$ cat src/rtl/fetch_unit.sv
// Instruction-fetch stage: owns the PC, fetches one word per instruction over a
// req/rdy handshake and holds it in the instruction register until retired.
module fetch_unit #(
  parameter logic [31:0] RESET_PC = 32'h0000_0000
) (
  input  logic        clk,
  input  logic        reset,
  output logic        imem_req,
  output logic [31:0] imem_addr,
  input  logic        imem_rdy,
  input  logic [31:0] imem_rdata,
  output logic [31:0] instr,
  output logic        instr_valid,
  output logic [31:0] pc,
  output logic [31:0] pcplus4,
  input  logic        advance,
  input  logic        pcsrc,
  input  logic        jump
);

  typedef enum logic [1:0] {
    IDLE  = 2'd0,
    FETCH = 2'd1,
    HOLD  = 2'd2
  } state_t;

  state_t      state;
  state_t      state_nxt;
  logic [31:0] pc_q;
  logic [31:0] instr_q;

  // Jump beats branch; the branch offset is a signed word count relative to pc+4.
  function automatic logic [31:0] calc_next_pc(
    input logic [31:0] ir,
    input logic [31:0] pc4,
    input logic        br,
    input logic        jp
  );
    logic signed [31:0] boff;
    boff = {{14{ir[15]}}, ir[15:0], 2'b00};
    if (jp)
      return {pc4[31:28], ir[25:0], 2'b00};
    else if (br)
      return pc4 + $unsigned(boff);
    else
      return pc4;
  endfunction

  always_ff @(posedge clk or posedge reset) begin
    if (reset)
      state <= IDLE;
    else
      state <= state_nxt;
  end

  always_comb begin
    state_nxt = state;
    case (state)
      IDLE:    state_nxt = FETCH;
      FETCH:   if (imem_rdy) state_nxt = HOLD;
      HOLD:    if (advance) state_nxt = FETCH;
      default: state_nxt = IDLE;
    endcase
  end

  // Handshake and valid decode straight from state, so reset drops them at once.
  always_comb begin
    imem_req    = (state == FETCH);
    instr_valid = (state == HOLD);
  end

  always_ff @(posedge clk or posedge reset) begin
    if (reset) begin
      pc_q    <= RESET_PC;
      instr_q <= '0;
    end else begin
      if (state == FETCH && imem_rdy)
        instr_q <= imem_rdata;
      if (state == HOLD && advance)
        pc_q <= calc_next_pc(instr_q, pcplus4, pcsrc, jump);
    end
  end

  assign pc        = pc_q;
  assign imem_addr = pc_q;
  assign pcplus4   = pc_q + 32'd4;
  assign instr     = instr_q;

endmodule

$ cat config.mk
export PLATFORM = sky130hd
export DESIGN_NAME = fetch_unit
export DESIGN_NICKNAME = d
export VERILOG_FILES = /design/src/rtl/fetch_unit.sv
export SDC_FILE = /design/constraint.sdc
export NUM_CORES = 1
export LEC_CHECK = 0
export CELL_PAD_IN_SITES_DETAIL_PLACEMENT = 1
export CELL_PAD_IN_SITES_GLOBAL_PLACEMENT = 2
export CORE_ASPECT_RATIO = 0.8
export CORE_MARGIN = 2
export CORE_UTILIZATION = 30
export DETAILED_ROUTE_END_ITERATION = 10
export PLACE_DENSITY_LB_ADDON = 0.05
export SLEW_MARGIN = 20
export SYNTH_ARGS = -nofsm -noshare
export SYNTH_HDL_FRONTEND = slang
export SYNTH_SLANG_ARGS = --single-unit
$ cat constraint.sdc
create_clock -name clk -period 7.55 [get_ports clk]
set_clock_uncertainty 0.15 [all_clocks]
set_input_delay 0.755 -clock clk [delete_from_list [all_inputs] [get_ports clk]]
set_output_delay 0.755 -clock clk [all_outputs]
set_load 0.02 [all_outputs]
; Yosys cells after proc, flatten, opt, wreduce, memory -nomap -nowiden
; Cells that the tools add are included.
[op_classes]
muxes = 5
n_eq_ne = 4
addsub = 2
reduce_logical = 4
[op_table]
columns = cell, n
row1 = $mux 32, 2
row2 = $add 32x3->32 const B, 1
row3 = $add 32x32->32, 1
row4 = $pmux 2 s3, 1
row5 = $mux 2, 2
row6 = $ne 2x1->1 const B, 2
row7 = $eq 2x1->1 const B, 1
row8 = $eq 2x2->1 const B, 1
row9 = $logic_and 1x1->1, 2
row10 = $logic_not 2->1, 1
row11 = $reduce_and 2->1, 1
[totals]
output_inout_bits = 130
regBits = 66
inputBits = 38
wordCells = 18

; Logic depth before layout (Yosys ltp)
; Gate-level depths: netlist (run 1).
[logic_depth]
word_depth = 4
ltp_mapped = 16
mapped_depth_nobuf = 16

; Worst setup path after synthesis (run 1)
; OpenSTA, ideal clock, no wires.
[synth_path]
kind = register to register
start = reg pc_q[7], in the netlist imem_addr[7]
end = reg pc_q[31], in the netlist imem_addr[31]
setup_time_ns = 0.092
t_required_ns = 7.308
stages_incl_launch_ff = 15
n_path_buf = 0
slack_ns = 3.268
synth_period_minus_slack_ns = 4.282
arrival_ns = 4.040
path_cell_list = dfrtp_1 > nand4_1 > nor3_2 > nand4_1 > nor2_1 > xor2_1 > ha_1 > and4_4 > nand3_2 > or3_4 > o221a_4 > o41ai_2 > xor2_1 > and3_1 > o31ai_2
[synth_via]
elab_chain_cells = 4
[synth_rtl]
columns = element, line_no
row1 = start: declaration, 29  ; logic [31:0] pc_q;
row2 = start signal: assignment, 80  ; pc_q <= calc_next_pc(instr_q, pcplus4, pcsrc, jump);
row3 = $add 32x3->32, 86  ; assign pcplus4 = pc_q + 32'd4;
row4 = net pcplus4[22], 15  ; output logic [31:0] pcplus4,
row5 = $add 32x32->32, 44  ; return pc4 + $unsigned(boff);
row6 = $mux 32, 43  ; else if (br)
row7 = $mux 32, 41  ; if (jp)
; The timed path passes the listed nets, and every way through them passes these cells.
; A chain may end at the register's enable or synchronous reset.

; Worst setup path after layout (run 1)
[layout_path]
start = reg pc_q[2], in the netlist imem_addr[2]
end = reg pc_q[28], in the netlist imem_addr[28]
[layout_via]
elab_chain_cells = 4
[layout_rtl]
columns = element, line_no
row1 = $add 32x3->32 *, 86
row2 = $add 32x32->32, 44
row3 = $mux 32, 43
row4 = $mux 32 *, 41
; Mark *: on every way between the ends. The rest lies on a longest branch, timed or not.

==> summary.md, run 1 <==
Setup path
• **number of buffers and inverters on the critical path** 1
• **type of origin of the critical path** register
• **arrival time of the worst setup path** 4.99 ns
• **Critical Path RT** 7.62 ns
• **CP top delay family** simple AND/OR/NAND/NOR gates
• **Slowest cell on crit path** a2111oi_0
• **Reg-to-Reg End** imem_addr[28]
• **Max FO, Critical Path** 9
• **startpoint of the worst register-to-register path** imem_addr[2]
• **kind of end point of the critical path** register
• **r2r worst-path depth** 15
• **maximum single-stage delay on the critical path** 0.93 ns
• **critical path class** reg -> reg
• **register-to-register setup slack** 2.63 ns
• **Critical Path Source** imem_addr[2]
• **CP Cell Sequence** ha_1 -> inv_1 -> nor2_1 -> and4_1 -> nand3_1 -> xnor2_1 -> ha_1 -> and4_1 -> nand2_1 -> a211oi_1 -> o21ai_1 -> a2111oi_0 -> and3_1 -> or4_1 -> nand3_1

Yosys
• **proportion of synthesized flip-flops having asynchronous set or reset** 1.00
• **number of enable flip-flop cells after synthesis** 0
• **Synth Area per Inst** 8.93 µm²
• **share of Yosys cell area claimed by the top area cell type** 0.300
• **most frequently used cell type in the post-synthesis netlist** dfrtp_1
• **Main synth FF type** dfrtp_1
• **Cell Area, Synth** 0.00534 mm²
• **Synth area leader** dfrtp_1
• **Post-Syn Instances** 598
• **top cell types by occurrence after synthesis** 64 x dfrtp_1, 56 x nand2_1, 43 x a21oi_1
• **Synth Warn #** 0
• **post-synthesis sequential element count** 64
• **number of distinct standard cells referenced by the synthesized netlist** 78
• **sequential element share of the synthesized area** 0.300
• **largest cells by area after synthesis** dfrtp_1 30%, ha_1 8.4%, mux2_2 6.7%

Power
• **share of power burned in the clock network** 0.109
• **Power Internal** 2000 µW
• **leakage power** 0.00307 µW
• **Max VDD drop** 0.242 mV
• **P_sw** 1950 µW
• **ratio of total power to cell area** 548 mW/mm²
• **net switching fraction of the power** 0.493
• **share of power burned in registers** 0.192
• **combinational group share of total power** 0.699

Finish
• **share of the core filled with cells in the final layout** 0.415
• **net count of the finished layout** 799
• **area taken by multi-input logic gates** 0.00330 mm²
• **post-route non-filler standard cell count** 955
• **Filler Cell Count** 1977
• **sequential cell area** 0.00160 mm²
• **Design Area, Final** 0.00721 mm²
• **layout cells sized above 1** 0.104
• **Syn-to-layout area delta** 35.0%

GRT
• **GRT Overall Usage** 0.215
• **pin count of the biggest net entering global routing** 65
• **via count of the first global-routing pass** 5375
• **wire length of the first global-routing pass** 31300 µm
• **total overflow reported by the global router** 0
• **number of antenna violations at the first check in global routing** 1

Place
• **post-place instance area** 0.00692 mm²
• **HPWL after detailed placement** 14600 µm
• **number of placed instances, taps included** 938
• **final estimated routing congestion in global placement** 0.855
• **count of buffers from port buffering** 161

Job
• **max-capacitance violation count** 0

Floorplan
• **IO Pins** 168
• **standard-cell rows** 43
• **die extent in x** 153 µm
• **area of the core region** 0.0174 mm²
• **initial cell density of the core** 0.307
• **total die area** 0.0189 mm²
• **die extent in y** 123 µm

Timing
• **time the worst path needs with I/O delays and setup** 4.92 ns
• **Max Slew Vio Count** 0
• **peak clock frequency supported by timing** 203 MHz
• **setup violation total in the final timing report** 0
• **Hold Fails Final Rpt** 0
• **final worst-path cycle share** 0.651
• **worst slew pin tran** 1.06 ns
• **setup repair after global routing missed its margin** no
• **Rel. slew slack** 0.277
• **accumulated negative setup slack** 0 ns

Clock tree
• **post-CTS setup repair buffer count** 0
• **clock latency reported for the late side of the worst-skew pair** 0.35 ns
• **total number of H-tree levels** 3
• **Sinks on Clock Net** 64
• **number of buffers between clock root and the deepest sink** 2
• **cts hold-fix bufs** 0
• **number of gates resized after CTS** 0
• **clock slew at reported path FFs** 0.06 ns
• **CTS tree** built
• **Clock Root Buffer** clkbuf_16
• **total CTS buffers** 9

Drt
• **Antenna Violating Nets Remaining** 0
• **Via Count** 4991
• **average detailed-routed wire length per instance** 20.9 µm
• **mean number of vias per cell** 5.23
• **violation count after the first detailed-route iteration** 200
• **length of the first detailed-routing pass in iterations** 4
• **Remaining DRCs** 0
• **routed wire length** 19900 µm

Hold path
• **type of the tightest min-delay check** reg -> reg
• **worst hold endpoint** state[0]
• **Hold Startpoint** state[1]
• **number of cells traversed by the worst hold path** 1

Run status
• **result of the run** complete, no violations

-- sequential cells by signal, summed over array words and instances (netlist names) --
signal	count
state	2
instr	32
imem_addr	30
-- power groups by stage --
stage,clock (µW),combinational [µW],sequential (µW)
final,432,2760,758
after global routing,452,3000,794
after CTS,441,2780,761
after detailed placement,0,2750,765
after global placement,0,2730,752
after floorplan,0,1650,882
-- logic make-up after synthesis --
group,after synthesis,share of synthesized area
AO/OA/AOI/OAI,164,0.211
XOR/XNOR,46,0.0768
adder cells (fa/ha/maj),37,0.0881
buffers and inverters,76,0.0859
flip-flops,64,0.300
multiplexers,38,0.0787
other,1,0.000702
AND/OR/NAND/NOR,172,0.159
-- final cells by class --
cell class / instances / area share
Antenna cell: 1 / 0.000347
Timing Repair Buffer: 169 / 0.232
Sequential cell: 64 / 0.222
Multi-Input combinational cell: 463 / 0.458
Clock buffer: 10 / 0.0318
Tap cell: 225 / 0.0390
Clock inverter: 6 / 0.00833
Inverter: 17 / 0.00885
-- how the worst max path moves through the flow --
| stage | endpoint | slack (ns) | depth (start not counted) |
|---|---|---|---|
| floorplan | imem_addr[31] | 3.27 | 14 |
| global placement | imem_addr[31] | 2.78 | 14 |
| detailed placement | imem_addr[31] | 2.67 | 14 |
| CTS | imem_addr[31] | 2.64 | 14 |
| global route | imem_addr[28] | 2.27 | 15 |
| finish | imem_addr[28] | 2.63 | 15 |
-- through the flow --
stage                     power, µW  hold slack, ns  worst slack (ns)
after global routing           4240           0.370              2.27
after global placement         3480           0.316              2.78
after floorplan                2530           0.301              3.27
final                          3950           0.360              2.63
after detailed placement       3520           0.348              2.67
after CTS                      3980           0.357              2.64
-- placed cells by master (no fill, tap or decap), drive strengths merged, types with 9 or more instances in the layout --
master | Yosys | routed
inv | 16 | 16
xnor2 | 20 | 20
nand3 | 19 | 19
o21ai | 31 | 31
clkbuf | 16 | 10
nor2 | 36 | 36
nand4 | 10 | 10
a21oi | 43 | 43
xor2 | 26 | 26
clkdlybuf4s50 | 0 | 161
a21o | 20 | 20
mux2 | 32 | 32
dfrtp | 64 | 64
ha | 36 | 36
and3 | 11 | 11
nor3 | 9 | 9
nand2 | 57 | 57
-- layer usage --
metal / GRT usage / wire (µm)
met3: 0.0452 / 912
met1: 0.306 / 9930
met2: 0.340 / 8910
met4: 0.0417 / 165
met5: 0 / 0
Power figures use the tool's default switching activity.
==> run 2: changes to the inputs <==
Settings changed: CORE_UTILIZATION 30 to 28.
Clock period 7.55 ns to 4.8 ns, I/O delays scaled along.
==> run 2 against run 1 <==
Via count increased by 2.4%. Final cell count grew 4.8%. Worst hold slack lost 0.0020 ns. Maximum frequency increased by 12%. Critical path depth down 1. Core utilization fell by 2.5 points. Setup slack got worse by 2.2 ns. Largest cell class unchanged. Highest routed layer unchanged.
==> summary.md, run 2 (synthesized netlist as in run 1, its figures left out) <==
Run status
• **result of the run** complete, no violations, unchanged

Power
• **Power Internal** 3200 µW, was 2000 µW
• **Max VDD drop** 0.289 mV, was 0.242 mV
• **share of power burned in the clock network** 0.109, about the same
• **combinational group share of total power** 0.702, was 0.699
• **leakage power** 0.00315 µW, was 0.00307 µW
• **share of power burned in registers** 0.188, was 0.192
• **ratio of total power to cell area** 852 mW/mm², was 548 mW/mm²
• **P_sw** 3080 µW, was 1950 µW
• **net switching fraction of the power** 0.490, was 0.493

Timing
• **Fin Hold WS** 0.358 ns, was 0.360 ns
• **setup violation total in the final timing report** 0, unchanged
• **Rel. slew slack** 0.283, was 0.277
• **final worst-path cycle share** 0.916, was 0.651
• **time the worst path needs with I/O delays and setup** 4.40 ns, was 4.92 ns
• **Max Slew Vio Count** 0, unchanged
• **Hold Fails Final Rpt** 0, unchanged
• **setup repair after global routing missed its margin** no, unchanged
• **worst slew pin tran** 1.07 ns, was 1.06 ns
• **peak clock frequency supported by timing** 227 MHz, was 203 MHz
• **accumulated negative setup slack** 0 ns, unchanged

Place
• **HPWL after detailed placement** 15600 µm, was 14600 µm
• **final estimated routing congestion in global placement** 0.830, was 0.855
• **count of buffers from port buffering** 161, unchanged
• **post-place instance area** 0.00707 mm², was 0.00692 mm²

Setup path
• **number of buffers and inverters on the critical path** 0, was 1
• **r2r worst-path depth** 14, was 15
• **CP Cell Sequence** nand4_1 -> nor3_2 -> nand4_1 -> nor2_1 -> xor2_1 -> ha_1 -> and4_4 -> nand3_2 -> or3_4 -> o221a_4 -> o41ai_2 -> xor2_1 -> and3_1 -> o31ai_2, was ha_1 -> inv_1 -> nor2_1 -> and4_1 -> nand3_1 -> xnor2_1 -> ha_1 -> and4_1 -> nand2_1 -> a211oi_1 -> o21ai_1 -> a2111oi_0 -> and3_1 -> or4_1 -> nand3_1
• **maximum single-stage delay on the critical path** 0.48 ns, was 0.93 ns
• **Max FO, Critical Path** 8, was 9
• **critical path class** reg -> reg, unchanged
• **startpoint of the worst register-to-register path** imem_addr[7], was imem_addr[2]
• **Critical Path RT** 4.90 ns, was 7.62 ns
• **CP top delay family** simple AND/OR/NAND/NOR gates, unchanged
• **Reg-to-Reg End** imem_addr[31], was imem_addr[28]
• **type of origin of the critical path** register, unchanged
• **kind of end point of the critical path** register, unchanged
• **arrival time of the worst setup path** 4.50 ns, was 4.99 ns
• **register-to-register setup slack** 0.40 ns, was 2.63 ns
• **Slowest cell on crit path** dfrtp_1, was a2111oi_0

Clock tree
• **post-CTS setup repair buffer count** 0, unchanged
• **total number of H-tree levels** 3, unchanged
• **Clock Root Buffer** clkbuf_16, unchanged
• **CTS tree** built, unchanged
• **cts hold-fix bufs** 0, unchanged
• **number of gates resized after CTS** 0, unchanged
• **Sinks on Clock Net** 64, unchanged
• **total CTS buffers** 9, unchanged
• **clock slew at reported path FFs** 0.06 ns, about the same
• **number of buffers between clock root and the deepest sink** 2, unchanged
• **clock latency reported for the late side of the worst-skew pair** 0.35 ns, about the same

Hold path
• **type of the tightest min-delay check** reg -> reg, unchanged
• **number of cells traversed by the worst hold path** 1, unchanged
• **Hold Startpoint** state[1], unchanged
• **worst hold endpoint** state[0], unchanged

Floorplan
• **area of the core region** 0.0189 mm², was 0.0174 mm²
• **total die area** 0.0202 mm², was 0.0189 mm²
• **die extent in x** 158 µm, was 153 µm
• **standard-cell rows** 45, was 43
• **initial cell density of the core** 0.283, was 0.307
• **die extent in y** 128 µm, was 123 µm
• **IO Pins** 168, unchanged

Finish
• **layout cells sized above 1** 0.121, was 0.104
• **diode insertion count for antenna repair** 0, was 1
• **max reg flops** 32, unchanged
• **Filler Cell Count** 2205, was 1977
• **area taken by multi-input logic gates** 0.00330 mm², unchanged
• **sequential cell area** 0.00160 mm², unchanged
• **leading cell types in the layout, fill and taps excluded** 161 x clkdlybuf4s50_1, 64 x dfrtp_1, 56 x nand2_1, 43 x a21oi_1, unchanged
• **Design Area, Final** 0.00736 mm², was 0.00721 mm²
• **net count of the finished layout** 813, was 799
• **Syn-to-layout area delta** 37.8%, was 35.0%
• **commonest non-fill, non-tap cell in the layout** clkdlybuf4s50_1, unchanged

GRT
• **pin count of the biggest net entering global routing** 34, was 65
• **wire length of the first global-routing pass** 31600 µm, was 31300 µm
• **via count of the first global-routing pass** 5333, was 5375
• **GRT Overall Usage** 0.207, was 0.215
• **number of antenna violations at the first check in global routing** 0, was 1
• **total overflow reported by the global router** 0, unchanged

Drt
• **mean number of vias per cell** 5.11, was 5.23
• **Via Count** 5113, was 4991
• **Antenna Violating Nets Remaining** 0, unchanged
• **length of the first detailed-routing pass in iterations** 4, unchanged
• **routed wire length** 20600 µm, was 19900 µm
• **Remaining DRCs** 0, unchanged
• **violation count after the first detailed-route iteration** 220, was 200
• **average detailed-routed wire length per instance** 20.6 µm, was 20.9 µm

Job
• **max-capacitance violation count** 0, unchanged

run 2: changes by cell type in the layout (fill, tap and decap cells not counted), sizes merged:
cell      delta
diode        -1
inv          +1
clkinvlp     -1
buf         +14
run 2: stage by stage:
step	cells	power [µW]	worst slack (ns)	util
5_1_grt	1001	6750	0.114	0.390
6_report	1001	6270	0.401	0.390
4_1_cts	1001	6320	0.414	0.390
2_1_floorplan	603	3980	0.518	-
3_3_place_gp	985	5550	0.391	0.375
3_5_place_dp	985	5590	0.471	0.375
run 2: worst register-to-register path, delay by kind of cell, from the launching register on:
| family | cells | cell delay (ns) |
|---|---|---|
| and+or+nand+nor | 8 | 2.25 |
| DFF | 1 | 0.48 |
| AOI/OAI and AO/OA | 3 | 0.82 |
| adders and majority gates | 1 | 0.34 |
| xor gates and xnor gates | 2 | 0.25 |
run 2: area by class of cell:
class / instances / share of cell area
Timing Repair Buffer: 183 / 0.241
Clock buffer: 10 / 0.0311
Inverter: 17 / 0.00867
Tap cell: 258 / 0.0438
Clock inverter: 6 / 0.00935
Sequential cell: 64 / 0.218
Multi-Input combinational cell: 463 / 0.448
run 2: power by group through the flow:
stage | clock [µW] | combinational, µW | sequential, µW
2_1_floorplan | 0 | 2590 | 1390
3_3_place_gp | 0 | 4370 | 1180
3_5_place_dp | 0 | 4390 | 1200
4_1_cts | 710 | 4420 | 1190
5_1_grt | 731 | 4780 | 1240
6_report | 686 | 4400 | 1180
run 2: worst max path at each step:
stage                 start  cells after the start            end
2_1_floorplan  imem_addr[7]                     14  imem_addr[31]
3_3_place_gp   imem_addr[4]                     16  imem_addr[24]
3_5_place_dp   imem_addr[3]                     17  imem_addr[28]
4_1_cts        imem_addr[7]                     14  imem_addr[31]
5_1_grt        imem_addr[4]                     16  imem_addr[28]
6_report       imem_addr[7]                     14  imem_addr[31]
run 2: routing by layer:
metal | vias up | GRT usage | wire [µm]
li1 | 2422 | - | -
met3 | 16 | 0.0393 | 1160
met5 | - | 0 | 0
met4 | 0 | 0.0450 | 252
met2 | 140 | 0.317 | 8880
met1 | 2535 | 0.301 | 10300
